==> src/rtl/polyphase_interp_fir.sv <==
// polyphase_interp_fir
// 1:2 polyphase interpolation FIR. Each accepted input sample produces two
// output samples: the even phase (taps H0/H2) first, then the odd phase
// (taps H1/H3). Both phases are computed in the accept cycle. The odd
// result waits in a hold register until the even sample has been consumed.
module polyphase_interp_fir #(
    parameter int                       DATA_W = 16,
    parameter logic signed [DATA_W-1:0] H0     = 16'sd1,
    parameter logic signed [DATA_W-1:0] H1     = 16'sd2,
    parameter logic signed [DATA_W-1:0] H2     = 16'sd3,
    parameter logic signed [DATA_W-1:0] H3     = 16'sd4,
    parameter int                       SHIFT  = 0
) (
    input  logic              clk,
    input  logic              rst,
    input  logic [DATA_W-1:0] in_data,
    input  logic              in_valid,
    output logic              in_ready,
    output logic [DATA_W-1:0] out_data,
    output logic              out_valid,
    input  logic              out_ready,
    output logic              out_phase,
    output logic              out_sat
);

    // Product and sum widths. The sum width holds the sum of two full
    // products, so the adder cannot overflow internally.
    localparam int PW = 2 * DATA_W;
    localparam int SW = 2 * DATA_W + 1;

    // Saturation bounds, expressed at sum width.
    localparam logic signed [SW-1:0] SAT_MAX =
        {{(DATA_W + 1){1'b0}}, 1'b0, {(DATA_W - 1){1'b1}}};
    localparam logic signed [SW-1:0] SAT_MIN =
        {{(DATA_W + 2){1'b1}}, {(DATA_W - 1){1'b0}}};

    // Taps sign-extended to product width, so that every multiply runs at full width.
    localparam logic signed [PW-1:0] H0_E = {{DATA_W{H0[DATA_W-1]}}, H0};
    localparam logic signed [PW-1:0] H1_E = {{DATA_W{H1[DATA_W-1]}}, H1};
    localparam logic signed [PW-1:0] H2_E = {{DATA_W{H2[DATA_W-1]}}, H2};
    localparam logic signed [PW-1:0] H3_E = {{DATA_W{H3[DATA_W-1]}}, H3};

    typedef enum logic [1:0] {
        S_IDLE = 2'd0,
        S_EVEN = 2'd1,
        S_ODD  = 2'd2
    } state_t;

    // Clip a shifted phase sum to the output range.
    // The result is {clipped_flag, sample}.
    function automatic logic [DATA_W:0] sat_fn(input logic signed [SW-1:0] v);
        logic [DATA_W:0] res;
        if (v > SAT_MAX) begin
            res = {1'b1, SAT_MAX[DATA_W-1:0]};
        end else if (v < SAT_MIN) begin
            res = {1'b1, SAT_MIN[DATA_W-1:0]};
        end else begin
            res = {1'b0, v[DATA_W-1:0]};
        end
        return res;
    endfunction

    state_t                   r_state;
    logic        [DATA_W-1:0] r_x_d1;
    logic        [DATA_W-1:0] r_odd_data;
    logic                     r_odd_sat;

    logic signed [PW-1:0]     w_x_ext;
    logic signed [PW-1:0]     w_xd_ext;
    logic signed [PW-1:0]     w_p0;
    logic signed [PW-1:0]     w_p1;
    logic signed [PW-1:0]     w_p2;
    logic signed [PW-1:0]     w_p3;
    logic signed [SW-1:0]     w_sum_even;
    logic signed [SW-1:0]     w_sum_odd;
    logic signed [SW-1:0]     w_shift_even;
    logic signed [SW-1:0]     w_shift_odd;
    logic        [DATA_W:0]   w_even_res;
    logic        [DATA_W:0]   w_odd_res;
    logic                     w_accept;

    // Current sample and history sample, sign-extended to product width.
    assign w_x_ext  = {{DATA_W{in_data[DATA_W-1]}}, in_data};
    assign w_xd_ext = {{DATA_W{r_x_d1[DATA_W-1]}}, r_x_d1};

    // Both phases are evaluated in parallel from the same pair of samples.
    assign w_p0 = w_x_ext  * H0_E;
    assign w_p1 = w_x_ext  * H1_E;
    assign w_p2 = w_xd_ext * H2_E;
    assign w_p3 = w_xd_ext * H3_E;

    assign w_sum_even = {w_p0[PW-1], w_p0} + {w_p2[PW-1], w_p2};
    assign w_sum_odd  = {w_p1[PW-1], w_p1} + {w_p3[PW-1], w_p3};

    assign w_shift_even = w_sum_even >>> SHIFT;
    assign w_shift_odd  = w_sum_odd  >>> SHIFT;

    assign w_even_res = sat_fn(w_shift_even);
    assign w_odd_res  = sat_fn(w_shift_odd);

    // A new sample is taken when idle, or when the odd sample leaves the
    // block. The second case gives back-to-back operation without a bubble.
    assign in_ready = (r_state == S_IDLE) || ((r_state == S_ODD) && out_ready);
    assign w_accept = in_valid && in_ready;

    // Sequencer: loads both phases on accept, serializes even then odd,
    // and holds every output stable while the downstream stalls.
    always_ff @(posedge clk or posedge rst) begin
        if (rst) begin
            r_state    <= S_IDLE;
            r_x_d1     <= {DATA_W{1'b0}};
            r_odd_data <= {DATA_W{1'b0}};
            r_odd_sat  <= 1'b0;
            out_data   <= {DATA_W{1'b0}};
            out_valid  <= 1'b0;
            out_phase  <= 1'b0;
            out_sat    <= 1'b0;
        end else begin
            case (r_state)
                S_IDLE: begin
                    if (w_accept) begin
                        out_data   <= w_even_res[DATA_W-1:0];
                        out_sat    <= w_even_res[DATA_W];
                        r_odd_data <= w_odd_res[DATA_W-1:0];
                        r_odd_sat  <= w_odd_res[DATA_W];
                        r_x_d1     <= in_data;
                        out_valid  <= 1'b1;
                        out_phase  <= 1'b0;
                        r_state    <= S_EVEN;
                    end
                end
                S_EVEN: begin
                    if (out_ready) begin
                        out_data  <= r_odd_data;
                        out_sat   <= r_odd_sat;
                        out_phase <= 1'b1;
                        r_state   <= S_ODD;
                    end
                end
                S_ODD: begin
                    if (out_ready) begin
                        if (in_valid) begin
                            out_data   <= w_even_res[DATA_W-1:0];
                            out_sat    <= w_even_res[DATA_W];
                            r_odd_data <= w_odd_res[DATA_W-1:0];
                            r_odd_sat  <= w_odd_res[DATA_W];
                            r_x_d1     <= in_data;
                            out_valid  <= 1'b1;
                            out_phase  <= 1'b0;
                            r_state    <= S_EVEN;
                        end else begin
                            out_valid <= 1'b0;
                            out_phase <= 1'b0;
                            out_sat   <= 1'b0;
                            r_state   <= S_IDLE;
                        end
                    end
                end
                default: begin
                    out_valid <= 1'b0;
                    out_phase <= 1'b0;
                    out_sat   <= 1'b0;
                    r_state   <= S_IDLE;
                end
            endcase
        end
    end

endmodule

==> config.mk <==
export PLATFORM = sky130hd
export DESIGN_NAME = polyphase_interp_fir
export DESIGN_NICKNAME = d
export VERILOG_FILES = /design/src/rtl/polyphase_interp_fir.sv
export SDC_FILE = /design/constraint.sdc
export NUM_CORES = 1
export LEC_CHECK = 0
export CAP_MARGIN = 10
export CORE_UTILIZATION = 30
export DETAILED_ROUTE_END_ITERATION = 8
export GPL_TIMING_DRIVEN = 0
export SYNTH_ARGS = -nofsm -noshare
export SYNTH_HDL_FRONTEND = slang
export SYNTH_SLANG_ARGS = --single-unit
==> constraint.sdc <==
create_clock -name clk -period 5 [get_ports clk]
set_input_delay 1 -clock clk [delete_from_list [all_inputs] [get_ports clk]]
set_output_delay 1 -clock clk [all_outputs]
set_load 0.01 [all_outputs]
==> results of run 1 <==
## synth_stat cells (3+ instances only)
library cell | instances | area share [%]
nand3_1 | 8 | 0.83
a211o_1 | 5 | 0.91
a31oi_1 | 4 | 0.52
a21o_1 | 6 | 0.93
inv_1 | 77 | 6.0
nand2_1 | 67 | 5.2
clkbuf_1 | 12 | 0.93
o21ai_0 | 54 | 5.6
o311ai_1 | 8 | 1.5
fa_1 | 16 | 6.6
a21oi_1 | 50 | 5.2
dfrtp_1 | 53 | 27
nor3_1 | 4 | 0.41
o211ai_1 | 8 | 1.2
or3_1 | 16 | 2.1
o21a_1 | 11 | 1.7
xor2_1 | 9 | 1.6
nor2_1 | 29 | 2.3
ha_1 | 52 | 13
mux2i_1 | 3 | 0.62
a211oi_1 | 4 | 0.62
nand2b_1 | 9 | 1.2
nor2b_1 | 6 | 0.78
and3_1 | 5 | 0.65
o31ai_1 | 3 | 0.47
and2_1 | 3 | 0.39
xnor2_1 | 16 | 2.9
## metrics by stage
step / std cells / hold slack (ns) / cell area, µm² / worst slack (ns)
finish: 841 / 0.473 / 5660 / 0.379
global route: 841 / 0.495 / 5660 / 0.0953
CTS: 841 / 0.477 / 5660 / 0.337
detailed placement: 833 / 0.458 / 5500 / 0.0305
global placement: 832 / 0.453 / 5480 / 0.0389
floorplan: 578 / 0.439 / 4830 / 1.10
## critical path, cell delays in order
cell and delay, ns:
clkdlybuf4s50_1 0.50, inv_1 0.08, fa_1 0.54, inv_1 0.05
ha_1 0.36, a211o_1 0.34, a211o_1 0.33, a211oi_1 0.29
nor2_1 0.11, xnor2_1 0.18, o41ai_4 0.63, buf_6 0.22
nand2_1 0.07, a21oi_1 0.14
## cell families (layout without fill, tap and decap cells)
| kind of cell | after synthesis | after routing | share of synthesized area, % |
|---|---|---|---|
| AOI/OAI and AO/OA | 174 | 174 | 23.0 |
| xor gates and xnor gates | 25 | 25 | 4.53 |
| and+or+nand+nor | 160 | 160 | 16.5 |
| muxes | 4 | 4 | 0.854 |
| buffers and inverters | 94 | 141 | 7.61 |
| adders and majority gates | 68 | 68 | 20.1 |
| DFF | 53 | 53 | 27.4 |
## state kept, by name, summed over array words and instances (netlist names)
register and flops:
out_sat 1, out_data 16, out_valid 1, r_x_d1 16, out_phase 1, r_odd_sat 1
r_odd_data 16, r_state 1
## metal layers
metal	share of wire, %	wire [µm]	global-route usage [%]
met5	0	0	0
met4	1.9	228	5.26
met3	3.0	357	2.41
met2	43	5170	24.4
met1	52	6300	22.0
## final timing paths
path / slack, ns / to / cells after the start / startpoint
setup / recovery: 0.38 / out_data[12] / 14 / in_data[7]
max in group asynchronous: 3.49 / out_phase / 3 / rst
hold / removal: 0.47 / r_odd_data[0] / 2 / r_odd_data[0]
hold reg to reg: 0.47 / r_odd_data[0] / 2 / r_odd_data[0]
min in group asynchronous: 0.98 / r_x_d1[9] / 2 / rst
setup reg to reg: 0.93 / out_data[12] / 14 / r_x_d1[7]
## layout make-up
cell class / instances / area [µm²]
Buffer: 17 / 78.8
Clock buffer: 5 / 125
Clock inverter: 3 / 28.8
Fill cell: 1651 / 10200
Inverter: 77 / 289
Multi-Input combinational cell: 431 / 3140
Sequential cell: 53 / 1330
Tap cell: 216 / 270
Timing Repair Buffer: 39 / 400
==> metrics.md, run 1 <==
| Metric | Value |
|---|---|
| Vias per cell | 4.80 |
| Rows | 46 |
| Fin. Hold Viols | 0 |
| Final RePlAce weighted congestion | 0.821 |
| Die Width | between 100 and 150 µm |
| Status | finished clean |
| Setup TNS | 0 ns |
| Synth Instances | 578 |
| Layout area overhead | 17.1% |
| CTS tree | yes |
| DR vias | 4039 |
| IO Count | 40 |
| Nets@finish | 712 |
| Largest net degree at the start of global routing | 41 |
| Syn Nets | 666 |
| Mapped Area | about 0.0048 mm² |
| Slew Viols, Final | 0 |
| GRT Total Usage | between 10% and 20% |
| # setup viols final | 0 |
| Worst Skew | 0.00782 ns |
| Vias in the first global route | 3919 |
| Num CTS Buffers | 5 |
| Port bufs | 38 |
| Core area | 0.0158 mm² |
| Initial antenna violation count | 0 |
| Initial Util | a little under a third |
| Crit path kind | in -> reg |
| Clk buf depth | 2 |
| Max cap viols | 0 |
| Startpoint Class | primary input |
| Drt pass-1 iters | 6 |
| Commonest cells after routing, fill and taps aside | inv_1 (76), nand2_1 (67), o21ai_0 (54) |
| RSZ-0062 raised after global routing | no |
| Drt total wl | ~12 mm |
| Initial drt markers | ~250 |
| CTS Hold Bufs | 0 |
| Die area | 0.0166 mm² |
| CTS H-tree lvls | 2 |
| Worst Setup End Kind | flop |
| CTS Sinks | 53 |
| Post-CTS sizing | 0 |
| Ys async rst share | 100% |
| Maximum clock rate | 216 MHz |
| Least-Margin Pin Slew | 1.01 ns |
| Share of layout cells above drive strength 1 | 4.00% |
| Crit Path Max Fanout | 10 |
| Main synth FF type | dfrtp_1 |
| Worst-Skew Late Latency | between 0.3 and 0.4 ns |
| #FFs+latches synth | 53 |
| Drc violations | 0 |
| Worst Path Required | 5.23 ns |
| Hold Crit Class | reg -> reg |
| Most common cell after layout, fill and taps aside | inv_1 |
| WL/cell | 14.3 µm |
| Postcts setup bufs | 0 |
| Number of library cell types mapped by synthesis | 57 |
| Grt total ovfl | 0 |
| WP data arrival | 4.86 ns |
| Clock root buffer | clkbuf_16 |
| Post-synthesis sequential area ratio | 27.4% |
| Period utilization | 92.4% |
| Synth Area per Inst | 8.36 µm² |
| Crit path time final | around 4.6 ns |
| Slew HR | 32.4% |
| Detail Placement HPWL | 9.78 mm |
| Die height | ~130 µm |
| YS warnings | 0 |
| Global-route wire length before repair | approximately 20 mm |
| Clock-pin transition on the worst setup and hold timing paths | 0.08 ns |
| Routed Antenna Nets | 0 |
| EDFF count, synth | 0 |
| Final Core Density | 35.7% |
| Diode count | 0 |
Power of run 1 is left out: the tool's default activity adds up to more than one toggle a clock period on the data nets, which glitch-free logic cannot reach.
==> inputs of run 2 (changes only) <==
--- a/config.mk
+++ b/config.mk
@@ -6,6 +6,7 @@
 export NUM_CORES = 1
 export LEC_CHECK = 0
 export CAP_MARGIN = 10
+export CORE_ASPECT_RATIO = 1.5
 export CORE_UTILIZATION = 30
 export DETAILED_ROUTE_END_ITERATION = 8
 export GPL_TIMING_DRIVEN = 0
==> run 2 against run 1 <==
Setup slack lost 0.18 ns. Core utilization is 0.20 points higher. Critical path depth stayed put. Clock skew about the same. Final area is 0.29% lower. Cell count shrank 1.5%. Routed wire length grew 6.9%. Non-clock buffer count unchanged. Maximum frequency down 3.7%. Hold slack improved by 0.0035 ns. Sequential cell count unchanged. Critical endpoint is now out_data[3].
==> metrics.md, run 2 (synthesized netlist as in run 1, its figures left out) <==
| Metric | Value |
|---|---|
| Fin. Hold Viols | 0 |
| WL/cell | 15.6 µm |
| Crit path time final | about 4.8 ns |
| DR vias | 4219 |
| Largest registers | out_data: 16 flops, r_odd_data: 16 flops, r_x_d1: 16 flops |
| Maximum clock rate | between 200 and 250 MHz |
| Worst Skew | between 0.008 and 0.009 ns |
| Worst Path Required | between 5 and 6 ns |
| Most common cell after layout, fill and taps aside | inv_1 |
| Largest net degree at the start of global routing | 39 |
| Crit path kind | in -> reg |
| Vias in the first global route | ~4400 |
| Clock root buffer | clkbuf_16 |
| Die Width | 106 µm |
| Crit Path Max Fanout | 10 |
| Nets@finish | about 710 |
| GRT Total Usage | 16.3% |
| Routed Antenna Nets | 0 |
| Share of layout cells above drive strength 1 | 4.00% |
| Period utilization | 96.0% |
| Least-Margin Pin Slew | 1.09 ns |
| CTS Hold Bufs | 0 |
| Global-route wire length before repair | around 21 mm |
| Die height | between 150 and 200 µm |
| Drc violations | 0 |
| CTS Sinks | 53 |
| Fillers | between 1500 and 2000 |
| Vias per cell | 5.10 |
| Slew HR | 26.7% |
| Initial drt markers | 145 |
| Slew Viols, Final | 0 |
| Drt pass-1 iters | 4 |
| Clk buf depth | 2 |
| Layout area overhead | 16.7% |
| Detail Placement HPWL | approximately 11 mm |
| Initial Util | 30.8% |
| Slowest CP cell | o41ai_4 |
| Initial antenna violation count | 0 |
| Final RePlAce weighted congestion | 0.913 |
| Place WS | -0.114 ns |
| CTS tree | yes |
| Cell Chain, Critical Path | clkdlybuf4s50_1, inv_1, fa_1, inv_1, ha_1, a211o_1, a211o_1, a211oi_1, nor2_1, xnor2_1, o41ai_4, buf_6, nand2_1, a21oi_1 |
| Hold Crit Class | reg -> reg |
| Num CTS Buffers | 5 |
| Setup ws final | 0.201 ns |
| Slowest Stage Delay on Critical Path | between 0.7 and 0.8 ns |
| Grt total ovfl | 0 |
| Worst-Skew Late Latency | 0.31 ns |
| Worst Setup End Kind | flop |
| IO Count | 40 |
| Rows | 56 |
| Core area | ~0.016 mm² |
| # setup viols final | 0 |
| RSZ-0062 raised after global routing | no |
| Die area | 0.0166 mm² |
| Diode count | 0 |
| Port bufs | 38 |
| Critical path's top delay family | compound AO/OA/AOI/OAI gates |
| Drt total wl | 12.9 mm |
| Postcts setup bufs | 0 |
| Commonest cells after routing, fill and taps aside | inv_1 (76), nand2_1 (67), o21ai_0 (54) |
| Status | finished clean |
| Max cap viols | 0 |
| CTS H-tree lvls | 2 |
| Startpoint Class | primary input |
| Clock-pin transition on the worst setup and hold timing paths | roughly 0.080 ns |
| Crit path buf inv count | 4 |
| WP data arrival | 5.03 ns |
[run 2: cell types whose count changed in the layout (fill, tap and decap cells not counted)]
| cell | previous run | this run |
|---|---|---|
| a21oi_4 | 0 | 1 |
| inv_8 | 1 | 0 |
| clkinv_2 | 0 | 1 |
| clkinv_4 | 1 | 0 |
| clkinvlp_4 | 0 | 1 |
| a21oi_2 | 1 | 0 |
[run 2: tightest hold or removal path: stages, from the launching register on]
cell and delay (ns):
dfrtp_1 0.35, nand2_1 0.05, nand2_1 0.05
[run 2: worst paths after layout]
kind | startpoint | end | slack (ns) | cells after the start
setup / recovery | in_data[7] | out_data[3] | 0.20 | 14
hold / removal | r_odd_data[0] | r_odd_data[0] | 0.48 | 2
setup reg to reg | r_x_d1[6] | out_data[3] | 0.73 | 14
hold reg to reg | r_odd_data[0] | r_odd_data[0] | 0.48 | 2
max in group asynchronous | rst | r_x_d1[0] | 3.44 | 3
min in group asynchronous | rst | r_x_d1[14] | 1.01 | 2
[run 2: per-stage QoR]
| step | TNS [ns] | util (%) | area (µm²) | instances | hold slack (ns) |
|---|---|---|---|---|---|
| finish | 0 | 35.9 | 5640 | 828 | 0.477 |
| global route | 0 | 35.9 | 5640 | 828 | 0.526 |
| CTS | 0 | 35.9 | 5630 | 828 | 0.481 |
| detailed placement | -1.37 | 35.0 | 5490 | 820 | 0.461 |
| global placement | -0.693 | 34.8 | 5470 | 819 | 0.456 |
| floorplan | 0 | - | 4830 | 578 | 0.439 |
[run 2: repair_timing]
action	in CTS	in global routing
hold endpoints to repair	0	0
setup endpoints to repair	0	3
gates resized for setup	0	1
[run 2: final cells by class]
class                           count  area, µm²  share of cell area, %
Buffer                             17       78.8                   1.40
Clock buffer                        5        125                   2.22
Clock inverter                      3       21.3                  0.377
Inverter                           77        289                   5.12
Multi-Input combinational cell    431       3150                   55.8
Sequential cell                    53       1330                   23.5
Tap cell                          203        254                   4.50
Timing Repair Buffer               39        400                   7.10
[run 2: layer usage]
metal / track usage [%] / part of all wire [%] / vias to the layer above / wire length [µm]
met5: 0 / 0 / - / 0
met4: 8.13 / 3.2 / 0 / 415
met3: 1.70 / 2.3 / 25 / 299
met2: 32.1 / 55 / 73 / 7090
met1: 16.9 / 39 / 2017 / 5090
li1: - / - / 2104 / -
Power of run 2 is left out for the same reason.
==> inputs of run 3 (changes only) <==
--- a/config.mk
+++ b/config.mk
@@ -10,6 +10,8 @@
 export CORE_UTILIZATION = 30
 export DETAILED_ROUTE_END_ITERATION = 8
 export GPL_TIMING_DRIVEN = 0
+export PLACE_DENSITY = 0.51
+export REMOVE_ABC_BUFFERS = 1
 export SYNTH_ARGS = -nofsm -noshare
 export SYNTH_HDL_FRONTEND = slang
 export SYNTH_SLANG_ARGS = --single-unit
==> run 3 against run 2 <==
Count of clock-buffer cells in the layout is the same. Via count is 0.19% higher. Cell count decreased by 1.6%. Register-to-register slack improved by 0.21 ns. Critical path type unchanged. Largest cell class unchanged.
==> metrics.md, run 3 (synthesized netlist as in run 1, its figures left out) <==
| Metric | Value |
|---|---|
| Status | finished clean |
| # setup viols final | 0 |
| Initial Util | 30.8% |
| Num CTS Buffers | 5 |
| Clock root buffer | clkbuf_16 |
| Vias in the first global route | 4452 |
| Clock-pin transition on the worst setup and hold timing paths | 0.07 ns |
| Die area | between 0.015 and 0.02 mm² |
| Final RePlAce weighted congestion | 0.844 |
| Initial antenna violation count | 0 |
| Slew HR | 24.9% |
| Nets@finish | 699 |
| Die Width | roughly 110 µm |
| CP Launch Point | in_data[7] |
| Fin. Hold Viols | 0 |
| RR Endpoint | out_data[14] |
| Slew Viols, Final | 0 |
| Die height | about 160 µm |
| Vias per cell | 5.19 |
| Most common cell after layout, fill and taps aside | inv_1 |
| CTS tree | yes |
| WP data arrival | 4.77 ns |
| CTS Hold Bufs | 0 |
| Diode count | 0 |
| Commonest cells after routing, fill and taps aside | inv_1 (76), nand2_1 (66), o21ai_0 (54) |
| Startpoint Class | primary input |
| Largest registers | out_data: 16 flops, r_odd_data: 16 flops, r_x_d1: 16 flops |
| Worst-Skew Late Latency | approximately 0.30 ns |
| Port bufs | 39 |
| Crit path kind | in -> reg |
| Setup TNS | 0 ns |
| CTS H-tree lvls | 2 |
| Global-route wire length before repair | 21.6 mm |
| Largest net degree at the start of global routing | 40 |
| WL/cell | 15.8 µm |
| Worst Skew | around 0.0094 ns |
| Hold Crit Class | reg -> reg |
| Period utilization | 92.2% |
| Share of layout cells above drive strength 1 | 4.25% |
| Initial drt markers | 198 |
| Crit Path Max Fanout | 15 |
| GRT Total Usage | 16.4% |
| CTS Sinks | 53 |
| Layout area overhead | 16.4% |
| RSZ-0062 raised after global routing | no |
| Worst flop-to-flop path startpoint | r_x_d1[1] |
| Crit path time final | 4.61 ns |
| Worst setup endpoint | out_data[14] |
| Core area | 0.0157 mm² |
| Clk buf depth | 2 |
| Reg2Reg Depth | 12 |
| Grt total ovfl | 0 |
| Routed Antenna Nets | 0 |
| IO Count | 40 |
| Worst Path Required | 5.16 ns |
| Maximum clock rate | 217 MHz |
| Drc violations | 0 |
| Drt pass-1 iters | 4 |
| Hold Crit Depth | 2 |
| Max cap viols | 0 |
| Least-Margin Pin Slew | 1.13 ns |
| Reg2Reg Setup Slack | roughly 0.94 ns |
| Rows | 56 |
| Worst Setup End Kind | flop |
| Fillers | 1677 |
| Detail Placement HPWL | 10.2 mm |
| DR vias | 4227 |
| Drt total wl | ~13 mm |
==> run 3: cell count changes in the layout (fill, tap and decap cells not counted), sizes merged <==
cell | before | now
clkdlybuf4s50 | 38 | 39
clkinv | 1 | 0
buf | 6 | 4
clkinvlp | 1 | 2
clkbuf | 17 | 5
==> run 3: worst min path at each step <==
stage                              from            end  slack, ns
final                     r_odd_data[0]  r_odd_data[0]       0.48
after global routing          r_odd_sat      r_odd_sat       0.53
after CTS                 r_odd_data[0]  r_odd_data[0]       0.48
after detailed placement  r_odd_data[0]  r_odd_data[0]       0.47
after global placement    r_odd_data[0]  r_odd_data[0]       0.46
after floorplan           r_odd_data[0]  r_odd_data[0]       0.44
==> run 3: routing by layer <==
layer | wire, µm | share of wire, % | track usage [%] | vias up
li1 | - | - | - | 2077
met1 | 5290 | 41 | 17.8 | 2058
met2 | 6920 | 54 | 32.6 | 72
met3 | 334 | 2.6 | 1.41 | 20
met4 | 326 | 2.5 | 6.48 | 0
met5 | 0 | 0 | 0 | -
==> run 3: cell type report <==
class / count / area [µm²] / area share, %
multi-input cells: 431 / 3150 / 55.9
flip-flops and latches: 53 / 1330 / 23.6
repair buffers: 43 / 458 / 8.14
inverters: 77 / 289 / 5.14
well taps: 203 / 254 / 4.51
clock buffers: 5 / 125 / 2.22
clock inverters: 3 / 26.3 / 0.467
==> run 3: metrics by stage <==
step / instances / worst slack, ns / util [%] / hold slack (ns) / area (µm²)
after floorplan: 561 / 1.00 / - / 0.440 / 4750
after global placement: 803 / -0.230 / 34.4 / 0.458 / 5400
after detailed placement: 805 / -0.257 / 34.7 / 0.466 / 5440
after CTS: 813 / 0.0489 / 35.6 / 0.484 / 5590
after global routing: 815 / 0.163 / 35.8 / 0.525 / 5630
final: 815 / 0.391 / 35.8 / 0.481 / 5630
==> run 3: critical path, cell delays in order <==
cell             delay (ns)
clkdlybuf4s50_1        0.50
inv_1                  0.08
fa_1                   0.55
inv_1                  0.05
ha_1                   0.36
a211o_1                0.36
a211o_1                0.33
a211oi_1               0.26
nor2_1                 0.10
xnor2_1                0.32
nand4_1                0.24
a21oi_4                0.49
a21oi_1                0.13
==> run 3: timing repair <==
| item | 4_1_cts | 5_1_grt |
|---|---|---|
| resized for setup | 0 | 1 |
| setup endpoints to repair | 0 | 16 |
| buffers inserted | 0 | 2 |
Power of run 3 is left out for the same reason.
==> variant, RTL diff (flow settings as in run 1) <==
`DATA_W`: 16 -> 14.
--- a/src/rtl/polyphase_interp_fir.sv
+++ b/src/rtl/polyphase_interp_fir.sv
@@ -6,3 +6,3 @@
 module polyphase_interp_fir #(
-    parameter int                       DATA_W = 16,
+    parameter int                       DATA_W = 14,
     parameter logic signed [DATA_W-1:0] H0     = 16'sd1,
Ports: changed (resized in_data and out_data); port bits go from 40 to 36. No check against the original RTL was run, so the function may have changed too.
==> variant against run 1 <==
- sequential cell count is 6 lower
- cell area is 14% lower
- routed wire length is 17% lower
- synthesized area is 15% lower
- maximum frequency hardly changed
- sequential share of layout area is 0.79 points higher
- worst setup slack better by 0.0028 ns
- critical endpoint is now out_data[2]$_DFFE_PP0P_
- highest routed layer unchanged
Power is left out: the tool's default activity adds up to more than one toggle a clock period on the data nets, which glitch-free logic cannot reach.
==> variant: results (changes against run 1) <==
status: "complete, no violations"
cts_made_buffers: 5  # unchanged
finalClockSkew_ns: 0.00711  # -0.000716 ns
fillers: 1344  # -19%
timing.rr.end: "out_data[2]$_DFFE_PP0P_"
crit_start: "in_data[8]"
place_hpwl_um: 8040  # -18%
cp-end-kind: "register"
regToRegSetupSlack_ns: 0.96  # +0.03 ns
cts-root-buf: "clkbuf_16"
yosysTopAreaCell: "dfrtp_1"
yosysUniqueCellTypes: 58  # +1.8%
r2r_start: "r_x_d1[7]$_DFFE_PP0P_"
nets: 601  # -16%
synth_mux_area_share_pct: 1.46  # +0.61 points
gp_congestion: 0.843  # +2.6%
synthArstFlopShare_pct: 100  # unchanged
ys_seq_area_share_pct: 28.7  # +1.2 points
grt_max_degree: 36  # -12%
cts_resized: 0  # unchanged
routed_via_density: 4.95  # +3.0%
cts_max_level: 2  # unchanged
dr.pass1.iters: 4  # -2
cp_slowest_stage_delay_ns: 0.54  # -0.09 ns
synth_compound_area_share_pct: 23.2  # +0.23 points
wl_per_cell_um: 14.3  # -0.28%
drtIter0Drc: 160  # -36%
grt_pass1_wl_um: 17600  # -13%
antenna_found_initial: 0  # unchanged
ff2ff_path_depth: 14  # unchanged
clock_path_buffers: 2  # unchanged
synth-xor-area-share_pct: 4.27  # -0.26 points
min_path_cells: 2  # unchanged
numPortBuffers: 34  # -11%
hold_class: "register to register"
drive_gt1_share_pct: 4.01  # +0.0076 points
cp_slowest_cell: "fa_1"
yosys-top-cells-count: "inv_1, dfrtp_1, o21ai_0"
synth_most_common_cell: "inv_1"
insertion_delay_ns: 0.29  # -0.02 ns
synth_fa_ha_area_share_pct: 20.9  # +0.78 points
grtUsageTotal_pct: 15.2  # -0.42 points
placed_area_um2: 4680  # -15%
post_cts_buffers: 0  # unchanged
maxSlewHeadroom_pct: 55.8  # +23 points
yosys-top-cells-area: "dfrtp_1, ha_1, fa_1, inv_1, o21ai_0"
worstPathArrival_ns: 4.78  # -0.08 ns
clkTransAtPathRegs_ns: 0.07
syn_nets: 559  # -16%
top_regs: "out_data: 14 flops, r_odd_data: 14 flops, r_x_d1: 14 flops"
grt_pass1_vias: 3540  # -9.7%
==> variant: cell count changes after synthesis, moves of 5 or more <==
cell             run 1  this run
a21oi_1             50        42
dfrtp_1             53        47
ha_1                52        46
inv_1               77        64
nand2_1             67        46
nor2_1              29        19
o211ai_1             8         3
o21ai_0             54        47
o311ai_1             8         0
or3_1               16        11
xnor2_1             16         8
==> variant: worst min path at each step <==
stage	startpoint	end
floorplan	r_odd_data[0]$_DFFE_PP0P_	r_odd_data[0]$_DFFE_PP0P_
global placement	r_odd_data[0]$_DFFE_PP0P_	r_odd_data[0]$_DFFE_PP0P_
detailed placement	r_odd_data[0]$_DFFE_PP0P_	r_odd_data[0]$_DFFE_PP0P_
CTS	r_odd_data[0]$_DFFE_PP0P_	r_odd_data[0]$_DFFE_PP0P_
global route	r_odd_data[0]$_DFFE_PP0P_	r_odd_data[0]$_DFFE_PP0P_
finish	r_odd_data[0]$_DFFE_PP0P_	r_odd_data[0]$_DFFE_PP0P_
==> variant: layer usage <==
layer  share of wire [%]  routed length (um)  global-route usage [%]  up-vias
met5                   0                   0                       0        -
met4                0.63                  63                    2.85        0
met3                 3.2                 319                    2.06        5
met2                  46                4570                    24.6       61
met1                  50                5050                    21.7     1638
li1                    -                   -                       -     1759
==> variant: per-stage QoR <==
stage / instances / hold slack [ns] / worst slack [ns] / utilization (%)
after CTS: 700 / 0.475 / 0.400 / 36.5
final: 700 / 0.474 / 0.382 / 36.5
after detailed placement: 692 / 0.458 / 0.0928 / 35.2
after floorplan: 481 / 0.440 / 1.27 / -
after global placement: 691 / 0.454 / 0.188 / 35.1
after global routing: 700 / 0.493 / 0.0800 / 36.5
==> variant: logic make-up after synthesis <==
family | count (synthesis)
compound gates | 150
simple gates | 117
buf+inv | 81
fa+ha+maj | 60
flops | 47
xor+xnor | 20
mux | 6
==> variant: area by class of cell <==
class,instances,area share (%)
inverters,64,4.95
flip-flops and latches,47,24.2
well taps,176,4.54
plain buffers,17,1.34
multi-input cells,353,54.0
clock inverters,3,0.980
clock buffers,5,2.58
repair buffers,35,7.42
==> variant: worst register-to-register path, delay by kind of cell (launching register included) <==
| kind | cells | cell delay [ns] |
|---|---|---|
| AND/OR/NAND/NOR | 2 | 0.27 |
| adder cells (fa/ha/maj) | 3 | 1.15 |
| AO/OA/AOI/OAI | 6 | 1.55 |
| flip-flops | 1 | 0.42 |
| buffers and inverters | 3 | 0.51 |
